`src/rtl/operand_fetch.sv`:
```
// operand_fetch: two-slot read sequencer for a 1-cycle synchronous register file, with writeback forwarding.
// Optional feature macro OPF_PERF_EN adds a saturating stall_cnt output.
module operand_fetch #(
    parameter int XLEN = 32,
    parameter int AW   = 5,
    parameter int TAGW = 4
) (
    input  logic            clk,
    input  logic            reset,
    // Handshakes: a transfer happens on a cycle where valid && ready; ready never depends on valid,
    // and a producer holds valid and payload stable until the transfer.
    input  logic            req_valid,
    output logic            req_ready,
    input  logic [AW-1:0]   req_rs1,
    input  logic [AW-1:0]   req_rs2,
    input  logic [TAGW-1:0] req_tag,
    output logic [AW-1:0]   rf_rs1,
    output logic [AW-1:0]   rf_rs2,
    input  logic [XLEN-1:0] rf_rv1,
    input  logic [XLEN-1:0] rf_rv2,
    input  logic            wb_we,
    input  logic [AW-1:0]   wb_rd,
    input  logic [XLEN-1:0] wb_wd,
    output logic            op_valid,
    input  logic            op_ready,
    output logic [XLEN-1:0] op_rs1_val,
    output logic [XLEN-1:0] op_rs2_val,
    output logic [TAGW-1:0] op_tag
`ifdef OPF_PERF_EN
    ,
    output logic [31:0]     stall_cnt
`endif
);

    // S1: read in flight
    logic            s1_valid_q, s1_valid_d;
    logic [AW-1:0]   s1_rs1_q, s1_rs1_d;
    logic [AW-1:0]   s1_rs2_q, s1_rs2_d;
    logic [TAGW-1:0] s1_tag_q, s1_tag_d;

    // S2: output register, keeps its source indices for late forwarding
    logic            op_valid_q, op_valid_d;
    logic [XLEN-1:0] op_rs1_val_q, op_rs1_val_d;
    logic [XLEN-1:0] op_rs2_val_q, op_rs2_val_d;
    logic [TAGW-1:0] op_tag_q, op_tag_d;
    logic [AW-1:0]   s2_rs1_q, s2_rs1_d;
    logic [AW-1:0]   s2_rs2_q, s2_rs2_d;

    logic            wb_we_q;
    logic [AW-1:0]   wb_rd_q;
    logic [XLEN-1:0] wb_wd_q;

    logic            s2_free;
    logic            req_fire;
    logic            s1_move;
    logic [XLEN-1:0] fwd_rs1;
    logic [XLEN-1:0] fwd_rs2;

    // The file's registered read lags one cycle, so last cycle's write is covered by wb_q.
    function automatic logic [XLEN-1:0] fwd_sel(
        input logic [AW-1:0]   rs,
        input logic [XLEN-1:0] rv,
        input logic            we,
        input logic [AW-1:0]   rd,
        input logic [XLEN-1:0] wd,
        input logic            we_q,
        input logic [AW-1:0]   rd_q,
        input logic [XLEN-1:0] wd_q
    );
        logic [XLEN-1:0] res;
        if (rs == '0)
            res = '0;
        else if (we && rd == rs)
            res = wd;
        else if (we_q && rd_q == rs)
            res = wd_q;
        else
            res = rv;
        return res;
    endfunction

    assign s2_free   = !op_valid_q || op_ready;
    assign req_ready = !s1_valid_q || s2_free;
    assign req_fire  = req_valid && req_ready;
    assign s1_move   = s1_valid_q && s2_free;

    assign rf_rs1 = req_fire ? req_rs1 : s1_rs1_q;
    assign rf_rs2 = req_fire ? req_rs2 : s1_rs2_q;

    assign fwd_rs1 = fwd_sel(s1_rs1_q, rf_rv1, wb_we, wb_rd, wb_wd, wb_we_q, wb_rd_q, wb_wd_q);
    assign fwd_rs2 = fwd_sel(s1_rs2_q, rf_rv2, wb_we, wb_rd, wb_wd, wb_we_q, wb_rd_q, wb_wd_q);

    always_comb begin
        s1_valid_d   = s1_valid_q;
        s1_rs1_d     = s1_rs1_q;
        s1_rs2_d     = s1_rs2_q;
        s1_tag_d     = s1_tag_q;
        op_valid_d   = op_valid_q;
        op_rs1_val_d = op_rs1_val_q;
        op_rs2_val_d = op_rs2_val_q;
        op_tag_d     = op_tag_q;
        s2_rs1_d     = s2_rs1_q;
        s2_rs2_d     = s2_rs2_q;

        if (req_fire) begin
            s1_valid_d = 1'b1;
            s1_rs1_d   = req_rs1;
            s1_rs2_d   = req_rs2;
            s1_tag_d   = req_tag;
        end else if (s1_move) begin
            s1_valid_d = 1'b0;
        end

        if (s1_move) begin
            op_valid_d   = 1'b1;
            op_rs1_val_d = fwd_rs1;
            op_rs2_val_d = fwd_rs2;
            op_tag_d     = s1_tag_q;
            s2_rs1_d     = s1_rs1_q;
            s2_rs2_d     = s1_rs2_q;
        end else if (op_ready) begin
            op_valid_d = 1'b0;
        end else if (op_valid_q) begin
            // Held pair: a writeback to one of its sources must not leave it stale.
            if (wb_we && wb_rd == s2_rs1_q && s2_rs1_q != '0)
                op_rs1_val_d = wb_wd;
            if (wb_we && wb_rd == s2_rs2_q && s2_rs2_q != '0)
                op_rs2_val_d = wb_wd;
        end
    end

    always_ff @(posedge clk) begin
        if (reset) begin
            s1_valid_q   <= 1'b0;
            s1_rs1_q     <= '0;
            s1_rs2_q     <= '0;
            s1_tag_q     <= '0;
            op_valid_q   <= 1'b0;
            op_rs1_val_q <= '0;
            op_rs2_val_q <= '0;
            op_tag_q     <= '0;
            s2_rs1_q     <= '0;
            s2_rs2_q     <= '0;
            wb_we_q      <= 1'b0;
            wb_rd_q      <= '0;
            wb_wd_q      <= '0;
        end else begin
            s1_valid_q   <= s1_valid_d;
            s1_rs1_q     <= s1_rs1_d;
            s1_rs2_q     <= s1_rs2_d;
            s1_tag_q     <= s1_tag_d;
            op_valid_q   <= op_valid_d;
            op_rs1_val_q <= op_rs1_val_d;
            op_rs2_val_q <= op_rs2_val_d;
            op_tag_q     <= op_tag_d;
            s2_rs1_q     <= s2_rs1_d;
            s2_rs2_q     <= s2_rs2_d;
            wb_we_q      <= wb_we;
            wb_rd_q      <= wb_rd;
            wb_wd_q      <= wb_wd;
        end
    end

    assign op_valid   = op_valid_q;
    assign op_rs1_val = op_rs1_val_q;
    assign op_rs2_val = op_rs2_val_q;
    assign op_tag     = op_tag_q;

`ifdef OPF_PERF_EN
    logic [31:0] stall_cnt_q;

    always_ff @(posedge clk) begin
        if (reset)
            stall_cnt_q <= '0;
        else if (op_valid_q && !op_ready && stall_cnt_q != 32'hFFFF_FFFF)
            stall_cnt_q <= stall_cnt_q + 32'd1;
    end

    assign stall_cnt = stall_cnt_q;
`endif

endmodule

```
`config.mk`:
```
export PLATFORM = sky130hd
export DESIGN_NAME = operand_fetch
export DESIGN_NICKNAME = d
export VERILOG_FILES = /design/src/rtl/operand_fetch.sv
export SDC_FILE = /design/constraint.sdc
export NUM_CORES = 1
export LEC_CHECK = 0
export BUFFER_PORTS_ARGS = -buffer_cell sky130_fd_sc_hd__buf_2
export CORE_ASPECT_RATIO = 1.4
export CORE_MARGIN = 2
export CORE_UTILIZATION = 44
export DETAILED_ROUTE_END_ITERATION = 6
export HOLD_SLACK_MARGIN = 0.08
export PLACE_DENSITY = 0.65
export SETUP_SLACK_MARGIN = 0.02
export SYNTH_ARGS = -nofsm -noshare
export SYNTH_HDL_FRONTEND = slang
export SYNTH_SLANG_ARGS = --single-unit
```
`constraint.sdc`:
```
create_clock -name clk -period 2.1 [get_ports clk]
set_input_delay 0.21 -clock clk [delete_from_list [all_inputs] [get_ports clk]]
set_output_delay 0.21 -clock clk [all_outputs]
set_load 0.05 [all_outputs]
```
* After elaboration in Yosys (flattened, before gate mapping) *
Index checks and enable logic that the tools add are counted.

word-level totals
  output and inout port bits = 80
  input bits = 120
  logic and storage cells = 65
  flip-flop bits (word level) = 132

cells by class
  mux-type cells = 20
  reduce and logical (&&, ||, !) cells = 25
  eq/ne operators = 7

operators by type and width
  operator                                                          count
  32-bit 2-to-1 mux                                                 14
  5-bit == test                                                     6
  1-bit logical AND                                                 10
  5-bit zero test                                                   2
  5-bit 2-to-1 mux                                                  2
  2-bit nonzero test                                                5
  5-bit nonzero test                                                2
  3-bit AND reduction                                               2
  1-bit 2-to-1 mux                                                  4
  1-bit zero test                                                   2
  1-bit logical OR                                                  2
  2-bit by 1-bit != test with 1-bit output (second input constant)  1

* Longest topological paths before layout *
Gate-level depths: netlist of the first run.

  depth in word-level cells = 7
  depth in mapped cells = 9

* Worst setup path after synthesis of the first run *
No wires, ideal clock.

  path type = reg-to-reg
  from = register op_valid_q (netlist: op_valid)
  to = register s1_rs1_q[0]
  data required time = 1968 ps
  cell stages (with the launch flop) = 7
  buffers on the path = 1
  clock period less this slack = 2589 ps
  path slack = -489 ps
  data arrival time = 2457 ps
  path through = dfxtp_1 > nor2b_1 > nand2_1 > nand2_1 > buf_2 > mux2_2 > nor2b_1

between the ends
  word-level cells in the longest chain between the ends = 5

RTL lines
  item                    RTL line  source
  start, declared         42        logic op_valid_q, op_valid_d;
  start signal, assigned  152       op_valid_q <= op_valid_d;
  1-bit zero test         82        assign s2_free = !op_valid_q || op_ready;
  1-bit logical OR        82
  1-bit logical OR        83        assign req_ready = !s1_valid_q || s2_free;
  via req_ready           13        output logic req_ready,
  1-bit logical AND       84        assign req_fire = req_valid && req_ready;
  5-bit 2-to-1 mux        n/a
  via rf_rs1[0]           17        output logic [AW-1:0] rf_rs1,
  end signal, assigned    149       s1_rs1_q <= s1_rs1_d;
  end, declared           37        logic [AW-1:0] s1_rs1_q, s1_rs1_d;

The timed path passes the listed nets, and every way through them passes these cells.
A chain may end at the register's enable or synchronous reset.

* Worst setup path in the final report of the first run *
  from = register op_valid_q (netlist: op_valid)
  to = output rf_rs2[1]

between the ends
  word-level cells in the longest chain between the ends = 5

RTL lines
  item               RTL line  source
  1-bit zero test    82
  1-bit logical OR   82
  1-bit logical OR   83
  1-bit logical AND  84
  5-bit 2-to-1 mux   n/a
  end, declared      18        output logic [AW-1:0] rf_rs2,

No other way between the ends.

==> results by group, run 1 <==
Worst setup path
  • Data required time of the critical path: 1.89 ns
  • Max incr delay on CP: around 0.34 ns
  • Largest delay share family, worst path: simple AND/OR/NAND/NOR gates
  • Kind of start point of the critical path: register
  • Worst path cell trace: nor2b_4 > nand2_4 > nand2_1 > buf_4 > mux2_2 > buf_2
  • Signal arrival time at the worst endpoint: ~1.8 ns
  • WS Path Type: register to output pin
  • Standard cell with the maximum stage delay on the critical path: mux2_2
  • Worst Path Buf+Inv: 2
  • Capturing element type of the critical path: output pin
  • Critical path peak fanout: 6

Synth
  • Most frequently used cell type in the post-synthesis netlist: dfxtp_1
  • Net Count, Synth: approximately 1000
  • Largest cells by area after synthesis: dfxtp_1 35%, a21boi_0 6.3%, a211oi_2 4.9%, nor2_1 4.9%, o31ai_2 4.9%
  • Instance count of the mapped netlist: slightly above 900
  • Area fraction of the dominant cell type after synthesis: about a third
  • Number of enable-type register cells in the synthesized netlist: 0
  • Seq cells post-synth: ~130
  • Most frequently used flop master after synthesis: dfxtp_1
  • Synthesis warning total: 0
  • Fraction of registers with async set or reset after synthesis: 0%
  • Sequential area share after synthesis: 34.6%
  • Area leader, netlist: dfxtp_1
  • Post-synthesis cell type count: 48
  • Cell types with the highest counts after synthesis: 132 x dfxtp_1, 100 x nor2_1, 70 x nand2_1, 66 x nor3_1
  • Cell area after synthesis: between 0.007 and 0.008 mm²
  • Avg Synthesized Cell Area: approximately 8 µm²

Clock network
  • Post-CTS clock slew at the launch and capture registers of the worst setup and hold paths: 0.06 ns
  • TritonCTS clock tree: yes
  • Root buf cell: clkbuf_16
  • # H-tree levels: 4
  • CTS buffer count: 17
  • Maximum clock insertion buffer count: 2
  • Sink count of the clock tree: between 100 and 150
  • Clock insertion delay at the later pin of the skew report: approximately 0.43 ns

Timing
  • Final hold violation count: 0
  • Final Cycle Share: a little over nine tenths
  • FMAX: a little under 500 MHz
  • Headroom to the max-slew limit: between 60 and 70%
  • Setup violation total in the final timing report: 0
  • Unrepaired setup endpoints after global routing: true
  • Number of pins exceeding their max-slew limit in the final report: 0
  • Worst hold slack across all endpoints: between 0.08 and 0.09 ns
  • Final setup skew: 0.00908 ns
  • Setup total negative slack: 0 ns
  • Time the final worst path needs with I/O delays and setup: between 2 and 2.5 ns
  • Slew at the pin closest to its max-slew limit: approximately 0.56 ns

Flow run
  • Number of max-cap violations: 0

Power and ir drop
  • Peak ir drop on the vdd network: 571 µV
  • Leakage power summed over all cells: just under 4 nW
  • Pwr Density: 781 mW/mm²

Floorplanning
  • Floorplan die width: ~120 µm
  • Cell row count: 57
  • Die Y: 160 µm
  • Starting Density: approximately 44%
  • Number of top-level pins: 200
  • Core Box Area: 0.0172 mm²
  • Overall die area: approximately 0.018 mm²

Global route
  • Wire length of the first global-routing pass: between 40 and 50 mm
  • Overflow left after global routing: 0
  • Initial antenna violation count: 0
  • Total routing usage reported by global routing: between 20 and 30%
  • Largest net degree at the start of global routing: 79
  • Vias in the first global route: approximately 7800

Final layout
  • Antenna Diode Count: 0
  • Share of post-route cells with drive strength above 1: between 30 and 40%
  • Area growth from synthesis to layout: 27.2%
  • Combined flip-flop and latch cell area: ~0.0026 mm²
  • Area of the multi-input gates: approximately 0.0043 mm²
  • # nets final: 1240
  • Number of filler instances in the final layout: between 1500 and 2000

Route
  • Iter 0 DRT Violations: around 660
  • Total routed wirelength: between 20 and 30 mm
  • Count of nets left with antenna violations after detail routing: 0
  • Overall via count from detail_route: about 8000
  • Average wire per standard cell: 19.0 µm
  • Number of design rule violations left after detail routing: 0
  • First drt pass iteration count: 5
  • Via density per instance: roughly 5.8

Placement
  • Gp weighted congestion: about 0.88
  • Port-buffer cells: about 200
  • Detail Placement HPWL: ~17 mm

Status
  • Run status: finished, final reports clean

Min path
  • Path class of the lowest-slack min-delay path: input port to register
final cells by class:
class / count / share of cell area [%]
Inverter: 32 / 1.24
Clock buffer: 19 / 4.57
Multi-Input combinational cell: 664 / 44.2
Timing Repair Buffer: 273 / 18.1
Sequential cell: 132 / 27.3
Clock inverter: 13 / 1.64
Tap cell: 236 / 3.04
report_power, final:
| part | total, mW | internal, mW | switching (mW) |
|---|---|---|---|
| combinational | 1.78 | 0.576 | 1.21 |
| sequential | 2.74 | 2.65 | 0.0894 |
| clock | 3.06 | 1.89 | 1.16 |
| total | 7.58 | 5.12 | 2.46 |
final timing paths:
check / endpoint / cells past startpoint / slack, ns / startpoint
max: rf_rs2[1] / 6 / 0.07 / op_valid
max reg2reg: op_rs1_val[27] / 6 / 0.15 / s1_rs1_q[0]
min: wb_wd_q[24] / 3 / 0.08 / wb_wd[24]
min reg2reg: op_tag[0] / 2 / 0.45 / op_tag[0]
routing by layer:
layer | routed length (µm) | track usage (%) | vias to the layer above
met3 | 1710 | 6.15 | 61
met1 | 10500 | 34.1 | 3737
li1 | - | - | 3720
met4 | 670 | 11.2 | 0
met5 | 0 | 1.67 | -
met2 | 13200 | 48.1 | 383
cells by family after synthesis:
kind of cell	synth area share [%]
AO/OA/AOI/OAI	32.1
XOR/XNOR	3.41
buffers and inverters	9.45
flip-flops	34.6
multiplexers	1.48
AND/OR/NAND/NOR	18.9
worst min-delay path: cells and delay by family:
kind / cells / cell delay [ns]
and+or+nand+nor: 1 / 0.05
buffers and inverters: 2 / 0.20
registers in the layout (all words and copies together), names as in the netlist:
register and flops:
s2_rs1_q 5, s1_valid_q 1, wb_rd_q 5, s1_rs1_q 5
s1_tag_q 4, s1_rs2_q 5, wb_wd_q 32, op_tag 4
s2_rs2_q 5, op_valid 1, wb_we_q 1, op_rs1_val 32
op_rs2_val 32
metrics by stage:
stage | cells | power, mW | util (%) | cell area, µm² | setup WS, ns
3_3_place_gp | 1312 | 4.50 | 51.3 | 8820 | 0.207
2_1_floorplan | 926 | 3.95 | - | 7640 | 0.0405
3_5_place_dp | 1312 | 4.51 | 51.3 | 8820 | 0.160
5_1_grt | 1369 | 7.86 | 56.4 | 9700 | 0.00460
6_report | 1369 | 7.58 | 56.4 | 9700 | 0.0733
4_1_cts | 1369 | 7.58 | 56.3 | 9680 | 0.0326
placed cells by master, fill, tap and decap left out, types with 17 or more instances in the layout:
| cell | n |
|---|---|
| nor3_1 | 66 |
| a211oi_2 | 30 |
| a211oi_1 | 34 |
| nor2_1 | 100 |
| dfxtp_1 | 131 |
| o21ai_0 | 64 |
| nand2_1 | 69 |
| a21oi_1 | 19 |
| clkbuf_16 | 17 |
| buf_4 | 48 |
| dlygate4sd3_1 | 24 |
| a31oi_1 | 32 |
| inv_1 | 32 |
| a21boi_0 | 64 |
| buf_2 | 190 |
| o31ai_2 | 30 |
| nand3_1 | 37 |
| o311ai_1 | 32 |
repair_timing:
action	CTS	global route
hold endpoints to repair	24	0
buffers inserted	1	0
resized for setup	2	15
endpoints found under the setup margin	6	8
hold buffers	24	0
No activity file was read; power rests on OpenSTA's default activity.
==> inputs of run 2 (changes only) <==
Settings changed: CORE_MARGIN 2 to 10, RECOVER_POWER from default to 50.
==> results by group, run 2 (synthesis gave the netlist of run 1 again) <==
Status
  • Run status: finished with violations (was finished, final reports clean)
  • Violated checks: capacitance limit, slew limit

Global route
  • Overflow left after global routing: 0 (unchanged)
  • Initial antenna violation count: 0 (unchanged)
  • Largest net degree at the start of global routing: 56 (was 79)
  • Vias in the first global route: 8111 (was 7824)
  • Total routing usage reported by global routing: 23.5% (was 28.3%)
  • Wire length of the first global-routing pass: 44.1 mm (was 40.9 mm)

Worst setup path
  • Signal arrival time at the worst endpoint: 1.81 ns (was 1.82 ns)
  • Capturing element type of the critical path: output pin (unchanged)
  • Startpoint of the worst setup timing path: op_valid (unchanged)
  • Register-to-register path setup slack: 0.17 ns (was 0.15 ns)
  • Reg2Reg Launch Point: s1_rs1_q[0] (unchanged)
  • Max incr delay on CP: 0.34 ns (about the same)
  • Kind of start point of the critical path: register (unchanged)
  • Data required time of the critical path: 1.89 ns (about the same)
  • Standard cell with the maximum stage delay on the critical path: mux2_2 (unchanged)
  • WS Path Type: register to output pin (unchanged)
  • Worst path cell trace: nor2b_4 > nand2_4 > nand2_2 > buf_6 > mux2_2 > buf_4 (was nor2b_4 > nand2_4 > nand2_1 > buf_4 > mux2_2 > buf_2)
  • Critical path peak fanout: 6 (unchanged)

Clock network
  • Sink count of the clock tree: 132 (unchanged)
  • Root buf cell: clkbuf_16 (unchanged)
  • # H-tree levels: 4 (unchanged)
  • TritonCTS clock tree: yes (unchanged)
  • Clock insertion delay at the later pin of the skew report: 0.42 ns (was 0.43 ns)
  • CTS buffer count: 17 (unchanged)
  • Maximum clock insertion buffer count: 2 (unchanged)
  • Post-CTS clock slew at the launch and capture registers of the worst setup and hold paths: 0.06 ns (about the same)

Final layout
  • Area growth from synthesis to layout: 26.0% (was 27.2%)
  • Share of post-route cells with drive strength above 1: 26.9% (was 32.0%)
  • Commonest non-fill, non-tap cell in the layout: dfxtp_1 (was buf_2)
  • Most used cells in the layout excluding fill and tap cells: 127 x dfxtp_1, 126 x buf_2, 100 x nor2_1 (was 190 x buf_2, 131 x dfxtp_1, 100 x nor2_1)
  • Post-route insts no fill: 1364 (was 1369)
  • Number of filler instances in the final layout: 1613 (was 1642)
  • Core utilization of the finished layout: 56.9% (was 56.4%)
  • # nets final: 1238 (was 1240)

Power and ir drop
  • Total Power Consumption: 7.36 mW (was 7.58 mW)
  • Leakage power summed over all cells: 3.57 nW (was 3.85 nW)
  • Peak ir drop on the vdd network: 537 µV (was 571 µV)
  • Pwr Density: 766 mW/mm² (was 781 mW/mm²)

Min path
  • Path class of the lowest-slack min-delay path: input port to register (unchanged)
  • Startpoint of the most critical hold path: wb_wd[16] (was wb_wd[24])

Placement
  • Port-buffer cells: 199 (unchanged)
  • Gp weighted congestion: 0.859 (was 0.878)
  • Cells after DPL: 1300 (was 1312)
  • Detail Placement HPWL: 18.9 mm (was 17.3 mm)

Timing
  • Unrepaired setup endpoints after global routing: false (was true)
  • Headroom to the max-slew limit: -37.2% (was 62.9%)
  • Final hold violation count: 0 (unchanged)
  • Setup violation total in the final timing report: 0 (unchanged)
  • Final Cycle Share: 96.1% (was 96.5%)
  • FMAX: 496 MHz (was 493 MHz)
  • Slew at the pin closest to its max-slew limit: 2.06 ns (was 0.557 ns)
  • Number of pins exceeding their max-slew limit in the final report: 31 (was 0)
  • Time the final worst path needs with I/O delays and setup: 2.02 ns (was 2.03 ns)
  • Setup total negative slack: 0 ns (unchanged)
  • Final setup skew: 0.00514 ns (was 0.00908 ns)
  • Worst hold slack across all endpoints: 0.0959 ns (was 0.0834 ns)

Floorplanning
  • Overall die area: 0.0231 mm² (was 0.0184 mm²)
  • Core Box Area: 0.0169 mm² (was 0.0172 mm²)
  • Die Y: 176 µm (was 160 µm)
  • Number of top-level pins: 200 (unchanged)
  • Floorplan die width: 131 µm (was 115 µm)
  • Cell row count: 56 (was 57)
  • Starting Density: 45.2% (was 44.4%)

Route
  • Total routed wirelength: 28.1 mm (was 26.1 mm)
  • First drt pass iteration count: 5 (unchanged)
  • Iter 0 DRT Violations: 759 (was 657)
  • Via density per instance: 5.81 (was 5.77)
  • Average wire per standard cell: 20.6 µm (was 19.0 µm)
  • Overall via count from detail_route: 7925 (was 7901)
  • Number of design rule violations left after detail routing: 0 (unchanged)
  • Count of nets left with antenna violations after detail routing: 0 (unchanged)

Flow run
  • Number of max-cap violations: 1 (was 0)
run 2: changes by cell type in the layout (fill, tap and decap cells not counted), moves of 2 or more:
cell and delta:
and2_1 -2, dfxtp_2 +4, clkinvlp_4 +3, and2_2 +3, bufinv_16 -2, clkbuf_1 +63
buf_6 +5, buf_4 -8, buf_2 -64, dlygate4sd3_1 +2, dfxtp_1 -4
run 2: report_power, final:
part           switching [mW]  internal [mW]
combinational            1.22          0.556
sequential             0.0943           2.65
clock                    1.15           1.68
run 2: layout make-up:
type	count	area (µm²)	area share, %
sequential	132	2650	27.6
antenna	1	2.50	0.0260
clock buffer	20	457	4.75
tap	232	290	3.02
multi-input combinational	664	4300	44.7
timing repair buffer	271	1690	17.6
inverter	32	120	1.25
clock inverter	12	108	1.12
run 2: what timing repair did:
action                                 4_1_cts  5_1_grt
setup endpoints to repair                   10       19
endpoints found under the hold margin       26        0
gates cloned                                 1        0
pin swaps                                    0        1
setup buffers                                1        3
gates resized for setup                     15        8
hold buffers                                26        0
run 2: worst paths after layout:
check,cells past startpoint,end
hold reg to reg,2,op_tag[0]
setup reg to reg,6,op_rs1_val[6]
setup / recovery,6,rf_rs1[3]
hold / removal,3,wb_wd_q[16]
run 2: metrics by stage:
step | worst slack (ns) | cell area, µm²
after global placement | 0.248 | 8770
after detailed placement | 0.194 | 8770
after CTS | 0.0382 | 9640
after global routing | 0.0213 | 9610
after floorplan | 0.0405 | 7640
final | 0.0827 | 9610
run 2: critical path, delay by kind of cell (launching register included):
kind	cells	cell delay (ns)
buffers and inverters	2	0.33
multiplexers	1	0.34
flip-flops	1	0.33
AND/OR/NAND/NOR	3	0.37
run 2: layer usage:
layer  vias up  GRT usage (%)  part of all wire (%)
li1       3728              -                     -
met1      3770           26.5                    40
met2       366           40.8                    50
met3        61           5.25                   6.5
met4         0           12.1                   3.1
met5         -              0                     0
==> inputs of run 3 (changes only) <==
Settings changed: CTS_BUF_LIST from default to sky130_fd_sc_hd__clkbuf_8, SETUP_SLACK_MARGIN 0.02 to default.
==> results by group, run 3 (synthesis gave the netlist of run 1 again) <==
Timing
  • Unrepaired setup endpoints after global routing: false (unchanged)
  • Slew at the pin closest to its max-slew limit: 0.986 ns (was 2.06 ns)
  • Final setup skew: 0.0119 ns (was 0.00514 ns)
  • Final hold violation count: 0 (unchanged)
  • Time the final worst path needs with I/O delays and setup: 2.01 ns (was 2.02 ns)
  • Setup total negative slack: 0 ns (unchanged)
  • Final Cycle Share: 95.8% (was 96.1%)
  • Setup violation total in the final timing report: 0 (unchanged)
  • FMAX: 497 MHz (was 496 MHz)
  • Number of pins exceeding their max-slew limit in the final report: 0 (was 31)
  • Headroom to the max-slew limit: 34.3% (was -37.2%)

Worst setup path
  • Reg-to-Reg End: op_rs2_val[18] (was op_rs1_val[6])
  • Capturing element type of the critical path: output pin (unchanged)
  • Worst Reg-to-Reg Cells: 5 (was 6)
  • Reg2Reg Launch Point: s1_rs2_q[2] (was s1_rs1_q[0])
  • WS Path Type: register to output pin (unchanged)
  • Register-to-register path setup slack: 0.19 ns (was 0.17 ns)
  • Critical path peak fanout: 6 (unchanged)
  • Startpoint of the worst setup timing path: op_valid (unchanged)
  • Kind of start point of the critical path: register (unchanged)
  • End point of the critical path: rf_rs1[2] (was rf_rs1[3])
  • Signal arrival time at the worst endpoint: 1.80 ns (was 1.81 ns)
  • Data required time of the critical path: 1.89 ns (about the same)

Final layout
  • # nets final: 1256 (was 1238)
  • Most used cells in the layout excluding fill and tap cells: 130 x dfxtp_1, 112 x buf_2, 100 x nor2_1 (was 127 x dfxtp_1, 126 x buf_2, 100 x nor2_1)
  • Area of the multi-input gates: 0.00430 mm² (about the same)
  • Combined flip-flop and latch cell area: 0.00265 mm² (about the same)
  • Area growth from synthesis to layout: 25.6% (was 26.0%)
  • Area of all placed cells without fillers: 0.00958 mm² (was 0.00961 mm²)
  • Number of filler instances in the final layout: 1626 (was 1613)
  • Share of post-route cells with drive strength above 1: 24.9% (was 26.9%)
  • Commonest non-fill, non-tap cell in the layout: dfxtp_1 (unchanged)

Clock network
  • # H-tree levels: 4 (unchanged)
  • Sink count of the clock tree: 132 (unchanged)
  • Root buf cell: clkbuf_8 (was clkbuf_16)
  • CTS buffer count: 17 (unchanged)
  • Clock insertion delay at the later pin of the skew report: 0.45 ns (was 0.42 ns)
  • Maximum clock insertion buffer count: 2 (unchanged)
  • Post-CTS clock slew at the launch and capture registers of the worst setup and hold paths: 0.08 ns (was 0.06 ns)
  • TritonCTS clock tree: yes (unchanged)

Placement
  • Placement-stage cell area: 0.00877 mm² (unchanged)
  • Gp weighted congestion: 0.859 (unchanged)
  • Detail Placement HPWL: 18.9 mm (unchanged)
  • Port-buffer cells: 199 (unchanged)

Status
  • Run status: finished, final reports clean (was finished with violations)

Floorplanning
  • Die Y: 176 µm (unchanged)
  • Number of top-level pins: 200 (unchanged)
  • Starting Density: 45.2% (unchanged)
  • Overall die area: 0.0231 mm² (unchanged)
  • Core Box Area: 0.0169 mm² (unchanged)
  • Cell row count: 56 (unchanged)
  • Floorplan die width: 131 µm (unchanged)

Route
  • Via density per instance: 5.81 (about the same)
  • Average wire per standard cell: 20.5 µm (was 20.6 µm)
  • Overall via count from detail_route: 8033 (was 7925)
  • First drt pass iteration count: 6 (was 5)
  • Number of design rule violations left after detail routing: 0 (unchanged)
  • Total routed wirelength: 28.4 mm (was 28.1 mm)
  • Count of nets left with antenna violations after detail routing: 0 (unchanged)
  • Iter 0 DRT Violations: 756 (was 759)

Global route
  • Vias in the first global route: 8181 (was 8111)
  • Total routing usage reported by global routing: 23.5% (about the same)
  • Largest net degree at the start of global routing: 56 (unchanged)
  • Wire length of the first global-routing pass: 44.2 mm (was 44.1 mm)
  • Overflow left after global routing: 0 (unchanged)
  • Initial antenna violation count: 1 (was 0)

Power and ir drop
  • Peak ir drop on the vdd network: 361 µV (was 537 µV)
  • Leakage power summed over all cells: 3.52 nW (was 3.57 nW)
  • Pwr Density: 688 mW/mm² (was 766 mW/mm²)

Flow run
  • Number of max-cap violations: 0 (was 1)

Min path
  • Startpoint of the most critical hold path: wb_rd[1] (was wb_wd[16])
  • Path class of the lowest-slack min-delay path: input port to register (unchanged)
-- run 3: routing by layer --
| layer | share of wire [%] | vias up | global-route usage [%] |
|---|---|---|---|
| met4 | 2.9 | 0 | 11.0 |
| met3 | 6.9 | 54 | 5.31 |
| met2 | 50 | 369 | 40.9 |
| li1 | - | 3750 | - |
| met5 | 0 | - | 0 |
| met1 | 40 | 3860 | 26.7 |
-- run 3: power breakdown --
group	switching, mW	leakage [nW]	internal, mW	total, mW
Clock	1.06	0.177	0.987	2.05
Sequential	0.0940	1.09	2.65	2.74
Combinational	1.23	2.25	0.572	1.80
Total	2.38	3.52	4.21	6.59
-- run 3: cell type report --
type / count / area share (%)
clock buffer: 19 / 2.73
timing repair buffer: 289 / 19.3
inverter: 32 / 1.25
antenna: 2 / 0.0523
sequential: 132 / 27.6
multi-input combinational: 664 / 44.9
clock inverter: 13 / 1.16
tap: 232 / 3.03
-- run 3: worst max-delay path: stages, from the launching register on --
cell and delay, ns:
dfxtp_2 0.34, nor2b_4 0.17, nand2_4 0.09, nand2_4 0.09, buf_6 0.13, mux2_2 0.34
buf_4 0.19
-- run 3: worst min-delay path by stage --
stage | endpoint | slack, ns | cells past startpoint
after floorplan | s1_valid_q | 0.33 | 2
after detailed placement | op_tag[0] | 0.45 | 2
final | wb_rd_q[1] | 0.11 | 2
after CTS | s1_rs1_q[2] | 0.08 | 3
after global routing | wb_rd_q[1] | 0.11 | 2
after global placement | op_tag[3] | 0.44 | 2
-- run 3: per-stage QoR --
step	hold slack [ns]	util [%]	total power, mW	std cells	worst slack [ns]
detailed placement	0.445	51.9	4.52	1300	0.194
finish	0.113	56.7	6.59	1383	0.0883
CTS	0.0814	57.2	6.64	1381	0.0186
floorplan	0.327	-	3.95	926	0.0405
global placement	0.439	51.9	4.50	1300	0.248
global route	0.108	56.7	6.86	1382	0.00289
-- run 3: what timing repair did --
action | 4_1_cts | 5_1_grt
hold buffers | 46 | 0
buffers inserted | 2 | 0
pin swaps | 0 | 1
gates resized for setup | 15 | 7
cloned | 1 | 0
setup endpoints to repair | 10 | 11
hold endpoints to repair | 42 | 0
